==> config.mk <==
export PLATFORM = sky130hd
export DESIGN_NAME = writeback_m_flat
export DESIGN_NICKNAME = d
export VERILOG_FILES = /design/src/rtl/cpu_pkg.sv /design/src/rtl/writeback_m_if.sv /design/src/rtl/wb_queue_m.sv /design/src/rtl/writeback_m.sv /design/src/flat_wrapper.sv
export SDC_FILE = /design/constraint.sdc
export NUM_CORES = 1
export LEC_CHECK = 0
export ABC_AREA = 0
export BUFFER_PORTS_ARGS = -buffer_cell sky130_fd_sc_hd__buf_2
export CAP_MARGIN = 10
export CORE_ASPECT_RATIO = 1.4
export CORE_MARGIN = 3
export CORE_UTILIZATION = 55
export DETAILED_ROUTE_END_ITERATION = 8
export PLACE_DENSITY_LB_ADDON = 0.05
export SYNTH_ARGS = -nofsm -noshare
export SYNTH_HDL_FRONTEND = slang
export SYNTH_SLANG_ARGS = --single-unit
==> constraint.sdc <==
create_clock -name clk -period 5.11 [get_ports clk]
set_input_delay 0.511 -clock clk [delete_from_list [all_inputs] [get_ports clk]]
set_output_delay 0.511 -clock clk [all_outputs]
set_load 0.005 [all_outputs]
==> src/rtl/cpu_pkg.sv <==
// Shared definitions for the datapath back end.
//   LS_BYTE / LS_HALF / LS_WORD : load-size codes carried with each instruction
//   XZR                         : index of the zero register (never written)
//   wb_entry_t                  : one pending write-back queue entry
//   wb_state_e                  : head-of-queue state in writeback_m
package cpu_pkg;

    localparam int DATA_W = 32;
    localparam int REG_W  = 5;

    localparam logic [1:0] LS_BYTE = 2'b00;
    localparam logic [1:0] LS_HALF = 2'b01;
    localparam logic [1:0] LS_WORD = 2'b10;

    localparam logic [REG_W-1:0] XZR = 5'd31;

    typedef struct packed {
        logic [REG_W-1:0]  rd;
        logic [DATA_W-1:0] alu_result;
        logic              reg_write;
        logic              mem_to_reg;
        logic [1:0]        load_size;
        logic              load_signed;
    } wb_entry_t;

    typedef enum logic [1:0] {
        ST_EMPTY     = 2'd0,
        ST_RETIRE    = 2'd1,
        ST_WAIT_LOAD = 2'd2
    } wb_state_e;

endpackage

==> src/rtl/writeback_m_if.sv <==
// Bundle of the write-back stage's bus signals.
//   in_*        : retiring instruction from the memory stage (valid/ready)
//   mem_*       : load data returning from memory
//   RegWrite, writeRegister, writeData : register-file write port
//   pending, err: status
// slave  : view used by writeback_m
// master : view used by whatever drives the stage
interface writeback_m_if;
    import cpu_pkg::*;

    logic                  in_valid;
    logic                  in_ready;
    logic [REG_W-1:0]      in_rd;
    logic [DATA_W-1:0]     in_alu_result;
    logic                  in_reg_write;
    logic                  in_mem_to_reg;
    logic [1:0]            in_load_size;
    logic                  in_load_signed;
    logic                  mem_rvalid;
    logic [DATA_W-1:0]     mem_rdata;
    logic                  RegWrite;
    logic [REG_W-1:0]      writeRegister;
    logic [DATA_W-1:0]     writeData;
    logic                  pending;
    logic                  err;

    modport slave (
        input  in_valid, in_rd, in_alu_result, in_reg_write, in_mem_to_reg,
               in_load_size, in_load_signed, mem_rvalid, mem_rdata,
        output in_ready, RegWrite, writeRegister, writeData, pending, err
    );

    modport master (
        output in_valid, in_rd, in_alu_result, in_reg_write, in_mem_to_reg,
               in_load_size, in_load_signed, mem_rvalid, mem_rdata,
        input  in_ready, RegWrite, writeRegister, writeData, pending, err
    );

endinterface

==> src/rtl/wb_queue_m.sv <==
// Generic synchronous FIFO.
//   clk, reset   : clock, synchronous active-high reset (clears pointers/count)
//   push/push_data : write an entry (ignored when full)
//   pop          : drop the head entry (ignored when empty)
//   head_data    : entry at the read pointer
//   second_data  : entry behind the head (meaningful only when count >= 2)
//   count, full, empty : occupancy
module wb_queue_m #(
    parameter int DEPTH = 2,
    parameter int WIDTH = 8,
    localparam int AW   = $clog2(DEPTH),
    localparam int CW   = AW + 1
) (
    input  logic             clk,
    input  logic             reset,
    input  logic             push,
    input  logic [WIDTH-1:0] push_data,
    input  logic             pop,
    output logic [WIDTH-1:0] head_data,
    output logic [WIDTH-1:0] second_data,
    output logic [CW-1:0]    count,
    output logic             full,
    output logic             empty
);

    logic [WIDTH-1:0] mem [DEPTH];
    logic [AW-1:0]    wr_ptr;
    logic [AW-1:0]    rd_ptr;
    logic             do_push;
    logic             do_pop;

    assign full    = (count == CW'(DEPTH));
    assign empty   = (count == '0);
    assign do_push = push && !full;
    assign do_pop  = pop && !empty;

    assign head_data   = mem[rd_ptr];
    assign second_data = mem[rd_ptr + AW'(1)];

    // Pointers wrap naturally because DEPTH is a power of two.
    always_ff @(posedge clk) begin
        if (reset) begin
            wr_ptr <= '0;
            rd_ptr <= '0;
            count  <= '0;
        end else begin
            if (do_push) wr_ptr <= wr_ptr + AW'(1);
            if (do_pop)  rd_ptr <= rd_ptr + AW'(1);
            case ({do_push, do_pop})
                2'b10:   count <= count + CW'(1);
                2'b01:   count <= count - CW'(1);
                default: count <= count;
            endcase
        end
    end

    always_ff @(posedge clk) begin
        if (do_push) mem[wr_ptr] <= push_data;
    end

endmodule

==> src/rtl/writeback_m.sv <==
// Write-back stage: queues retiring instructions in order, waits for load
// data when the head is a load, and drives the register-file write port.
//   clk, reset : clock, synchronous active-high reset
//   bus        : writeback_m_if.slave (instruction in, load data in,
//                RegWrite/writeRegister/writeData out, pending, err)
// Parameters: DEPTH (queue entries, power of two >= 2), XZR (zero register).
module writeback_m
    import cpu_pkg::*;
#(
    parameter int               DEPTH = 2,
    parameter logic [REG_W-1:0] XZR   = cpu_pkg::XZR
) (
    input  logic          clk,
    input  logic          reset,
    writeback_m_if.slave  bus
);

    localparam int ENTRY_W = $bits(wb_entry_t);
    localparam int CNT_W   = $clog2(DEPTH) + 1;

    function automatic logic [DATA_W-1:0] extend_load(
        input logic [DATA_W-1:0] d,
        input logic [1:0]        size,
        input logic              is_signed
    );
        logic [DATA_W-1:0] r;
        case (size)
            LS_BYTE: r = {{(DATA_W-8){is_signed & d[7]}}, d[7:0]};
            LS_HALF: r = {{(DATA_W-16){is_signed & d[15]}}, d[15:0]};
            default: r = d;  // word and the reserved code
        endcase
        return r;
    endfunction

    // State a given entry puts the FSM in once it becomes head.
    function automatic wb_state_e entry_state(input wb_entry_t e);
        return e.mem_to_reg ? ST_WAIT_LOAD : ST_RETIRE;
    endfunction

    wb_entry_t          in_entry;
    wb_entry_t          head;
    wb_entry_t          second;
    logic [ENTRY_W-1:0] head_bits;
    logic [ENTRY_W-1:0] second_bits;
    logic [CNT_W-1:0]   count;
    logic               full;
    logic               empty;
    logic               push;
    logic               retire;
    logic [DATA_W-1:0]  result_p0;
    wb_state_e          state_q;
    wb_state_e          state_d;

    logic               vld_p1;
    logic [REG_W-1:0]   wreg_p1;
    logic [DATA_W-1:0]  wdata_p1;
    logic               err_q;

    assign in_entry = '{
        rd:          bus.in_rd,
        alu_result:  bus.in_alu_result,
        reg_write:   bus.in_reg_write,
        mem_to_reg:  bus.in_mem_to_reg,
        load_size:   bus.in_load_size,
        load_signed: bus.in_load_signed
    };

    // Ready is pure registered state, held low during reset.
    assign bus.in_ready = !full && !reset;
    assign push         = bus.in_valid && bus.in_ready;

    wb_queue_m #(
        .DEPTH (DEPTH),
        .WIDTH (ENTRY_W)
    ) u_queue (
        .clk         (clk),
        .reset       (reset),
        .push        (push),
        .push_data   (in_entry),
        .pop         (retire),
        .head_data   (head_bits),
        .second_data (second_bits),
        .count       (count),
        .full        (full),
        .empty       (empty)
    );

    assign head   = wb_entry_t'(head_bits);
    assign second = wb_entry_t'(second_bits);

    // Stage p0: head selection and result formation
    always_comb begin
        state_d = state_q;
        retire  = 1'b0;

        case (state_q)
            ST_RETIRE:    retire = 1'b1;
            ST_WAIT_LOAD: retire = bus.mem_rvalid;
            default:      retire = 1'b0;
        endcase

        // The next head is the entry behind the current one, or, when the
        // queue drains to empty this cycle, whatever is being pushed now.
        if (retire) begin
            if (count == CNT_W'(1)) begin
                state_d = push ? entry_state(in_entry) : ST_EMPTY;
            end else begin
                state_d = entry_state(second);
            end
        end else if (state_q == ST_EMPTY && push) begin
            state_d = entry_state(in_entry);
        end
    end

    assign result_p0 = head.mem_to_reg
                     ? extend_load(bus.mem_rdata, head.load_size, head.load_signed)
                     : head.alu_result;

    // Stage p1: registered register-file write port
    always_ff @(posedge clk) begin
        if (reset) begin
            state_q  <= ST_EMPTY;
            vld_p1   <= 1'b0;
            wreg_p1  <= '0;
            wdata_p1 <= '0;
            err_q    <= 1'b0;
        end else begin
            state_q <= state_d;
            vld_p1  <= retire && head.reg_write && (head.rd != XZR);
            if (retire) begin
                wreg_p1  <= head.rd;
                wdata_p1 <= result_p0;
            end
            // Load data with no load waiting at the head is dropped.
            if (bus.mem_rvalid && state_q != ST_WAIT_LOAD) err_q <= 1'b1;
        end
    end

    assign bus.RegWrite      = vld_p1;
    assign bus.writeRegister = wreg_p1;
    assign bus.writeData     = wdata_p1;
    assign bus.pending       = !empty;
    assign bus.err           = err_q;

endmodule

==> src/flat_wrapper.sv <==
// flat-port wrapper written by rule: the top's interface ports become plain ports
module writeback_m_flat import cpu_pkg::*;
#(
    parameter int               DEPTH = 2,
    parameter logic [REG_W-1:0] XZR   = cpu_pkg::XZR
)
  (clk, reset, bus_in_valid, bus_in_rd, bus_in_alu_result, bus_in_reg_write, bus_in_mem_to_reg, bus_in_load_size, bus_in_load_signed, bus_mem_rvalid, bus_mem_rdata, bus_in_ready, bus_RegWrite, bus_writeRegister, bus_writeData, bus_pending, bus_err);
  writeback_m_if bus_i ();
  input  logic clk;
  input  logic reset;
  input wire logic [$bits(bus_i.in_valid)-1:0] bus_in_valid;
  input wire logic [$bits(bus_i.in_rd)-1:0] bus_in_rd;
  input wire logic [$bits(bus_i.in_alu_result)-1:0] bus_in_alu_result;
  input wire logic [$bits(bus_i.in_reg_write)-1:0] bus_in_reg_write;
  input wire logic [$bits(bus_i.in_mem_to_reg)-1:0] bus_in_mem_to_reg;
  input wire logic [$bits(bus_i.in_load_size)-1:0] bus_in_load_size;
  input wire logic [$bits(bus_i.in_load_signed)-1:0] bus_in_load_signed;
  input wire logic [$bits(bus_i.mem_rvalid)-1:0] bus_mem_rvalid;
  input wire logic [$bits(bus_i.mem_rdata)-1:0] bus_mem_rdata;
  output wire logic [$bits(bus_i.in_ready)-1:0] bus_in_ready;
  output wire logic [$bits(bus_i.RegWrite)-1:0] bus_RegWrite;
  output wire logic [$bits(bus_i.writeRegister)-1:0] bus_writeRegister;
  output wire logic [$bits(bus_i.writeData)-1:0] bus_writeData;
  output wire logic [$bits(bus_i.pending)-1:0] bus_pending;
  output wire logic [$bits(bus_i.err)-1:0] bus_err;
  assign bus_i.in_valid = bus_in_valid;
  assign bus_i.in_rd = bus_in_rd;
  assign bus_i.in_alu_result = bus_in_alu_result;
  assign bus_i.in_reg_write = bus_in_reg_write;
  assign bus_i.in_mem_to_reg = bus_in_mem_to_reg;
  assign bus_i.in_load_size = bus_in_load_size;
  assign bus_i.in_load_signed = bus_in_load_signed;
  assign bus_i.mem_rvalid = bus_mem_rvalid;
  assign bus_i.mem_rdata = bus_mem_rdata;
  assign bus_in_ready = bus_i.in_ready;
  assign bus_RegWrite = bus_i.RegWrite;
  assign bus_writeRegister = bus_i.writeRegister;
  assign bus_writeData = bus_i.writeData;
  assign bus_pending = bus_i.pending;
  assign bus_err = bus_i.err;
  writeback_m #(.DEPTH(DEPTH), .XZR(XZR)) u_core (.clk(clk), .reset(reset), .bus(bus_i));
endmodule
==> results.sh, run 1 <==
export IMPL_run_status="finished clean"
export IMPL_dr_wl_met2_mm=5.60
export IMPL_ioPinCount=119
export IMPL_grt_pass1_wl_mm=17.3
export IMPL_hold_violations=0
export IMPL_switching_share_pct=24.0
export IMPL_final_cell_area_um2=6470
export IMPL_cts_sinks=130
export IMPL_fin_crit_sh_pct=52.7
export IMPL_cts_buffers=17
export IMPL_syn2layout_area_growth_pct=23.4
export IMPL_drt_iter0_drc=189
export IMPL_hold_class="input pin to flip-flop"
export IMPL_cts_setup_buffers=0
export IMPL_path_max_fanout=43
export IMPL_synth_nets=489
export IMPL_drv_cap=0
export IMPL_synthTopCellsByArea="edfxtp_1 48%, dfxtp_1 18%, mux2_2 3.9%"
export IMPL_num_antenna_cells=0
export IMPL_synthAdderAreaFrac_pct=1.67
export IMPL_antenna_found_initial=0
export IMPL_gr_total_overflow=0
export IMPL_die_w_um=88.5
export IMPL_firstDrtPassIters=4
export IMPL_initial_core_util_pct=57.4
export IMPL_io_buffers=118
export IMPL_vdd_drop_max_mv=0.279
export IMPL_max_slew_margin_rel_pct=31.9
export IMPL_via_per_inst=5.65
export IMPL_synth_top_cell_area_share_pct=48.1
export IMPL_syn_inst=404
export IMPL_p_leak_nw=2.43
export IMPL_dp_hpwl_mm=7.09
export IMPL_fmax_ghz=0.371
export IMPL_clkPwrFrac_pct=42.7
export IMPL_synth_top_family_by_area="compound AO/OA/AOI/OAI gates"
export IMPL_setup_tns_final_ns=0
export IMPL_tightest_slew_ns=1.02
export IMPL_ctsResizeCount=0
export IMPL_muxShareOfSynthArea_pct=6.61
export IMPL_setup_violations=0
export IMPL_routedWlPerCell_um=17.2
export IMPL_grt_max_degree=58
export IMPL_grt_total_usage_pct=21.6
export IMPL_num_rows=41
export IMPL_synth_compound_area_share_pct=13.0
export IMPL_combPwrFrac_pct=11.5
export IMPL_wl_met1_mm=4.44
export IMPL_drive_above_1_share_pct=33.8
export IMPL_powerDensity_nw_per_um2=415
export IMPL_crit_path_end_kind="flip-flop"
export IMPL_criticalPathCategory="flip-flop to flip-flop"
export IMPL_insertion_delay_ns=0.40
export IMPL_cp_start_kind="flip-flop"
export IMPL_seqPwrFrac_pct=45.8
export IMPL_die_height_um=121
export IMPL_final_common_cell="buf_2"
export IMPL_synth_largest_area_cell="edfxtp_1"
export IMPL_htreeDepth=4
export IMPL_required_ns=5.33
export IMPL_top_layer_used="met4"
export IMPL_crit_path_top_delay_cell="a2111oi_4"
export IMPL_clk_path_buf_depth=2
export IMPL_synth_seq_cells=130
export IMPL_rsz0062_at_grt="no"
export IMPL_period_minus_slack_ns=2.69
export IMPL_wl_mm=11.0
export IMPL_max_stage_delay_ns=1.00
export IMPL_place_congestion=0.761
export IMPL_vias=3598
export IMPL_synth_area_per_cell_um2=13.0
export IMPL_cts_root_buf="clkbuf_16"
export IMPL_nets=602
export IMPL_ctsHoldBuffers=0
export IMPL_wl_met3_um=764
export IMPL_final_util_pct=70.8
export IMPL_critPathArrivalTime_ns=2.92
export IMPL_drc_errors=0
export IMPL_syn_cell_area_um2=5240
export IMPL_synth_xor_area_share_pct=0.669
export IMPL_fillers=671
export IMPL_clk_pin_slew_ns=0.06
export IMPL_mostFrequentLayoutCells="118 x buf_2, 84 x edfxtp_1, 52 x nand2_1, 45 x dfxtp_1, 23 x a211oi_1"
export IMPL_ys_types=38
export IMPL_place_area_um2=5870
export IMPL_skew_ns=0.00888
export IMPL_yosysSeqAreaShare_pct=65.7
export IMPL_p_sw_uw=643
export IMPL_tritoncts="done"
export IMPL_cp_cell_sequence="inv_1 > ha_1 > nand2_2 > a2111oi_4 > a221oi_1"
export IMPL_timing_final_max_slew_violations=0
export IMPL_coreArea_um2=9130
export IMPL_yosysWarnings=0
export IMPL_synth_simple_area_share_pct=9.29
export IMPL_grt_pass1_vias=3536
export IMPL_antenna_left=0
export IMPL_die_area_um2=10800
export IMPL_p_int_mw=2.04
area by class of cell:
type | count | area, um^2 | share of cell area, %
Clock inverter | 14 | 140 | 2.17
Inverter | 7 | 26.3 | 0.406
Timing Repair Buffer | 122 | 641 | 9.91
Multi-Input combinational cell | 239 | 1650 | 25.6
Tap cell | 107 | 134 | 2.07
Sequential cell | 130 | 3440 | 53.3
Clock buffer | 18 | 429 | 6.64
cells by family (layout without fill, tap and decap cells):
logic type	count (synthesis)	count (layout)
flip-flops	130	130
AND/OR/NAND/NOR	102	102
buffers and inverters	35	161
AO/OA/AOI/OAI	94	94
multiplexers	32	32
XOR/XNOR	4	4
adder cells (fa/ha/maj)	7	7
sequential cells by signal (all words and copies together) (netlist names), named ones only:
name	flops
u_core.bus.RegWrite	1
u_core.u_queue.wr_ptr	1
u_core.bus.writeRegister	5
u_core.state_q	2
u_core.bus.err	1
u_core.u_queue.rd_ptr	1
u_core.bus.writeData	32
u_core.u_queue.mem	84
u_core.u_queue.count	2
critical path, delay by kind of cell, from the launching register on:
family / cells / cell delay (ns)
AO/OA/AOI/OAI: 2 / 1.24
adder cells (fa/ha/maj): 1 / 0.34
AND/OR/NAND/NOR: 1 / 0.50
flip-flops: 1 / 0.35
buffers and inverters: 1 / 0.08
worst paths after layout:
| path | start | to | slack, ns | cells past startpoint |
|---|---|---|---|---|
| setup / recovery | u_core.state_q[0] | u_core.bus.writeData[26] | 2.42 | 5 |
| hold / removal | bus_in_alu_result[0] | u_core.u_queue.mem[1][5] | 0.29 | 1 |
| setup reg to reg | u_core.state_q[0] | u_core.bus.writeData[26] | 2.42 | 5 |
| hold reg to reg | u_core.bus.writeData[4] | u_core.bus.writeData[4] | 0.45 | 2 |
synth_stat cells:
cell        n
xor2_1      3
a221oi_1   16
nand3b_1    8
dfxtp_1    46
nor4b_1     1
a211oi_1   23
o21ai_0    18
nand3_1     4
clkbuf_1   19
nand4b_1    1
ha_1        7
nor2b_1     9
o21a_1      2
a21oi_1    13
or3b_2      1
mux2i_1    13
a31o_2      1
xnor2_1     1
a21bo_2     1
o41ai_1     8
nor4_1      1
a21o_1      1
inv_1       7
mux2i_2     1
a2111oi_4   1
nand2_1    53
nor2_1     15
a211o_1     1
mux2_2     18
buf_6       2
nand4bb_1   1
o211ai_1    9
buf_4       1
edfxtp_1   84
and3_1      1
nor4bb_1    2
buf_2       6
nor3_1      5
routing by layer:
metal	GRT usage, %	vias to the layer above
met3	4.96	13
met2	36.0	127
li1	-	1752
met4	8.03	0
met5	0	-
met1	27.2	1706
stage by stage:
stage / std cells / hold WS, ns / worst slack, ns / power [mW]
after floorplan: 404 / 0.453 / 1.68 / 1.43
after global placement: 604 / 0.443 / 2.16 / 1.55
after detailed placement: 604 / 0.447 / 2.11 / 1.56
after CTS: 636 / 0.275 / 2.42 / 2.70
after global routing: 637 / 0.283 / 2.16 / 2.79
final: 637 / 0.295 / 2.42 / 2.68
power groups by stage:
| stage | combinational (mW) | clock [mW] | sequential (mW) |
|---|---|---|---|
| finish | 0.309 | 1.14 | 1.23 |
| global route | 0.348 | 1.21 | 1.23 |
| CTS | 0.308 | 1.16 | 1.23 |
| global placement | 0.299 | 0 | 1.25 |
| floorplan | 0.187 | 0 | 1.24 |
| detailed placement | 0.306 | 0 | 1.25 |
Power figures use the tool's default switching activity.
==> run 2: changes to the inputs <==
ABC_AREA = 1   (was 0)
CORE_UTILIZATION = 49   (was 55)
clock period = 2.2 ns   (was 5.11 ns; I/O delays follow)
==> run 2 against run 1 <==
  * First-iteration DRC count grew 13%
  * Register-to-register slack lost 2.1 ns
  * Total power grew 140%
  * Hold slack lost 0.28 ns
  * Via count grew 15%
  * Largest cell class unchanged
==> results.sh, run 2 <==
export IMPL_regMostFlops="u_core.u_queue.mem"
export IMPL_die_w_um=94.5
export IMPL_grt_pass1_vias=4035
export IMPL_antenna_left=0
export IMPL_hold_violations=0
export IMPL_drv_cap=0
export IMPL_insertion_delay_ns=0.40
export IMPL_yosysMostFrequentCell="edfxtp_1"
export IMPL_fin_crit_sh_pct=83.7
export IMPL_yosysSeqAreaShare_pct=64.1
export IMPL_multi_input_area_um2=1630
export IMPL_synth_common_cells="84 x edfxtp_1, 76 x nand2_1, 61 x nor2_1"
export IMPL_run_status="finished clean"
export IMPL_synth_largest_area_cell="edfxtp_1"
export IMPL_p_leak_nw=3.03
export IMPL_dp_hpwl_mm=8.21
export IMPL_dp_cells=757
export IMPL_tightest_slew_ns=0.478
export IMPL_grt_total_usage_pct=21.1
export IMPL_cp_start_kind="flip-flop"
export IMPL_required_ns=2.48
export IMPL_tritoncts="done"
export IMPL_via_per_inst=5.07
export IMPL_final_cell_area_um2=6940
export IMPL_synth_nets=608
export IMPL_fin_cells=818
export IMPL_cts_root_buf="clkbuf_16"
export IMPL_hold_path_startpoint="bus_in_load_signed"
export IMPL_fmax_ghz=0.543
export IMPL_vias=4151
export IMPL_max_slew_margin_rel_pct=68.0
export IMPL_synth_area_per_cell_um2=10.3
export IMPL_num_rows=44
export IMPL_firstDrtPassIters=4
export IMPL_gr_total_overflow=0
export IMPL_final_common_cell="buf_2"
export IMPL_yosysWarnings=0
export IMPL_setup_ws_ns=0.360
export IMPL_crit_path_end_kind="flip-flop"
export IMPL_period_minus_slack_ns=1.84
export IMPL_cts_sinks=130
export IMPL_grt_max_degree=78
export IMPL_vdd_drop_max_mv=0.541
export IMPL_regArea_um2=3440
export IMPL_rsz0062_at_grt="no"
export IMPL_syn_cell_area_um2=5380
export IMPL_cts_buffers=17
export IMPL_wl_mm=12.3
export IMPL_setup_violations=0
export IMPL_synthFlopType="edfxtp_1"
export IMPL_powerDensity_nw_per_um2=917
export IMPL_mostFrequentLayoutCells="118 x buf_2, 84 x edfxtp_1, 76 x nand2_1, 60 x o21ai_0, 59 x nor2_1"
export IMPL_ctsResizeCount=0
export IMPL_critPathArrivalTime_ns=2.12
export IMPL_skew_ns=0.00829
export IMPL_synth_edf_count=84
export IMPL_synth_top_cell_area_share_pct=46.9
export IMPL_coreArea_um2=10500
export IMPL_grt_pass1_wl_mm=19.5
export IMPL_syn2layout_area_growth_pct=29.2
export IMPL_timing_final_max_slew_violations=0
export IMPL_htreeDepth=4
export IMPL_syn_inst=523
export IMPL_clk_pin_slew_ns=0.05
export IMPL_routedWlPerCell_um=15.1
export IMPL_ioPinCount=119
export IMPL_clk_path_buf_depth=2
export IMPL_fillers=892
export IMPL_path_max_fanout=27
export IMPL_antenna_found_initial=0
export IMPL_synth_seq_cells=130
export IMPL_initial_core_util_pct=51.1
export IMPL_die_height_um=130
export IMPL_io_buffers=118
export IMPL_hold_class="input pin to flip-flop"
export IMPL_place_congestion=0.766
export IMPL_final_util_pct=66.0
export IMPL_post_place_ws_ns=0.404
export IMPL_drt_iter0_drc=214
export IMPL_num_antenna_cells=0
export IMPL_place_area_um2=6080
export IMPL_ys_types=28
export IMPL_die_area_um2=12300
export IMPL_synthTopCellsByArea="edfxtp_1 47%, dfxtp_1 17%, o21ai_0 5.6%"
export IMPL_drc_errors=0
export IMPL_drive_above_1_share_pct=25.4
export IMPL_largest_reg_flops=84
export IMPL_async_reset_ff_share_pct=0
export IMPL_finalPower_mw=6.36
export IMPL_criticalPathCategory="flip-flop to flip-flop"
export IMPL_nets=752
run 2: cell count changes in the layout (fill, tap and decap cells not counted), sizes merged, moves of 9 or more:
cell         before  now
a221oi           16    0
nand2            53   81
nor2             15   63
a21oi            13   47
nor2b             9    0
a211oi           23    0
nand3             4   33
inv               8   34
mux2i            14    0
o21ai            18   60
dlygate4sd3       0   29
mux2             18    0
run 2: path summary, 6_finish.rpt:
kind	end	slack [ns]	depth (start not counted)
max	u_core.bus.writeData[25]	0.36	8
min	u_core.u_queue.mem[0][0]	0.01	1
max reg2reg	u_core.bus.writeData[25]	0.36	8
min reg2reg	u_core.bus.err	0.46	2
run 2: cells by family (layout without fill, tap and decap cells):
logic type,after synthesis,count (layout),share of synthesized area (%)
compound gates,131,131,13.3
xor+xnor,2,2,0.326
fa+ha+maj,7,7,1.63
buf+inv,66,223,5.91
flops,130,130,64.1
simple gates,187,187,14.8
run 2: layout make-up:
cell class	instances	share of cell area, %
repair buffers	157	14.3
well taps	138	2.49
clock inverters	14	2.09
inverters	34	1.87
clock buffers	18	6.18
multi-input cells	327	23.5
flip-flops and latches	130	49.6
run 2: worst max-delay path, stage by stage (launching register included):
cell,delay [ns]
dfxtp_2,0.55
inv_4,0.11
nand2_1,0.09
nand2_2,0.28
buf_4,0.30
a21oi_1,0.12
nand3_1,0.09
nand2_1,0.10
a21oi_1,0.07
run 2: repair_timing:
item,in CTS,in global routing
hold endpoints to repair,57,0
setup buffers,0,0
hold buffers,29,0
run 2: layer usage:
metal  share of wire (%)  wire length [um]  global-route usage, %
met2                  52              6450                   37.7
met3                 4.9               603                   4.09
met5                   0                 0                      0
met1                  41              5110                   24.9
met4                 1.3               161                   8.33
run 2: power by group:
group / switching, mW / internal, mW / leakage, nW
logic: 0.459 / 0.342 / 1.62
registers: 0.0806 / 2.79 / 1.14
clock network: 0.949 / 1.75 / 0.272
total: 1.49 / 4.88 / 3.03
run 2: through the flow:
stage	hold WS, ns	setup TNS (ns)
floorplan	0.319	-19.78
global placement	0.407	0
detailed placement	0.411	0
CTS	0.0000280	0
global route	0.00197	0
finish	0.0114	0
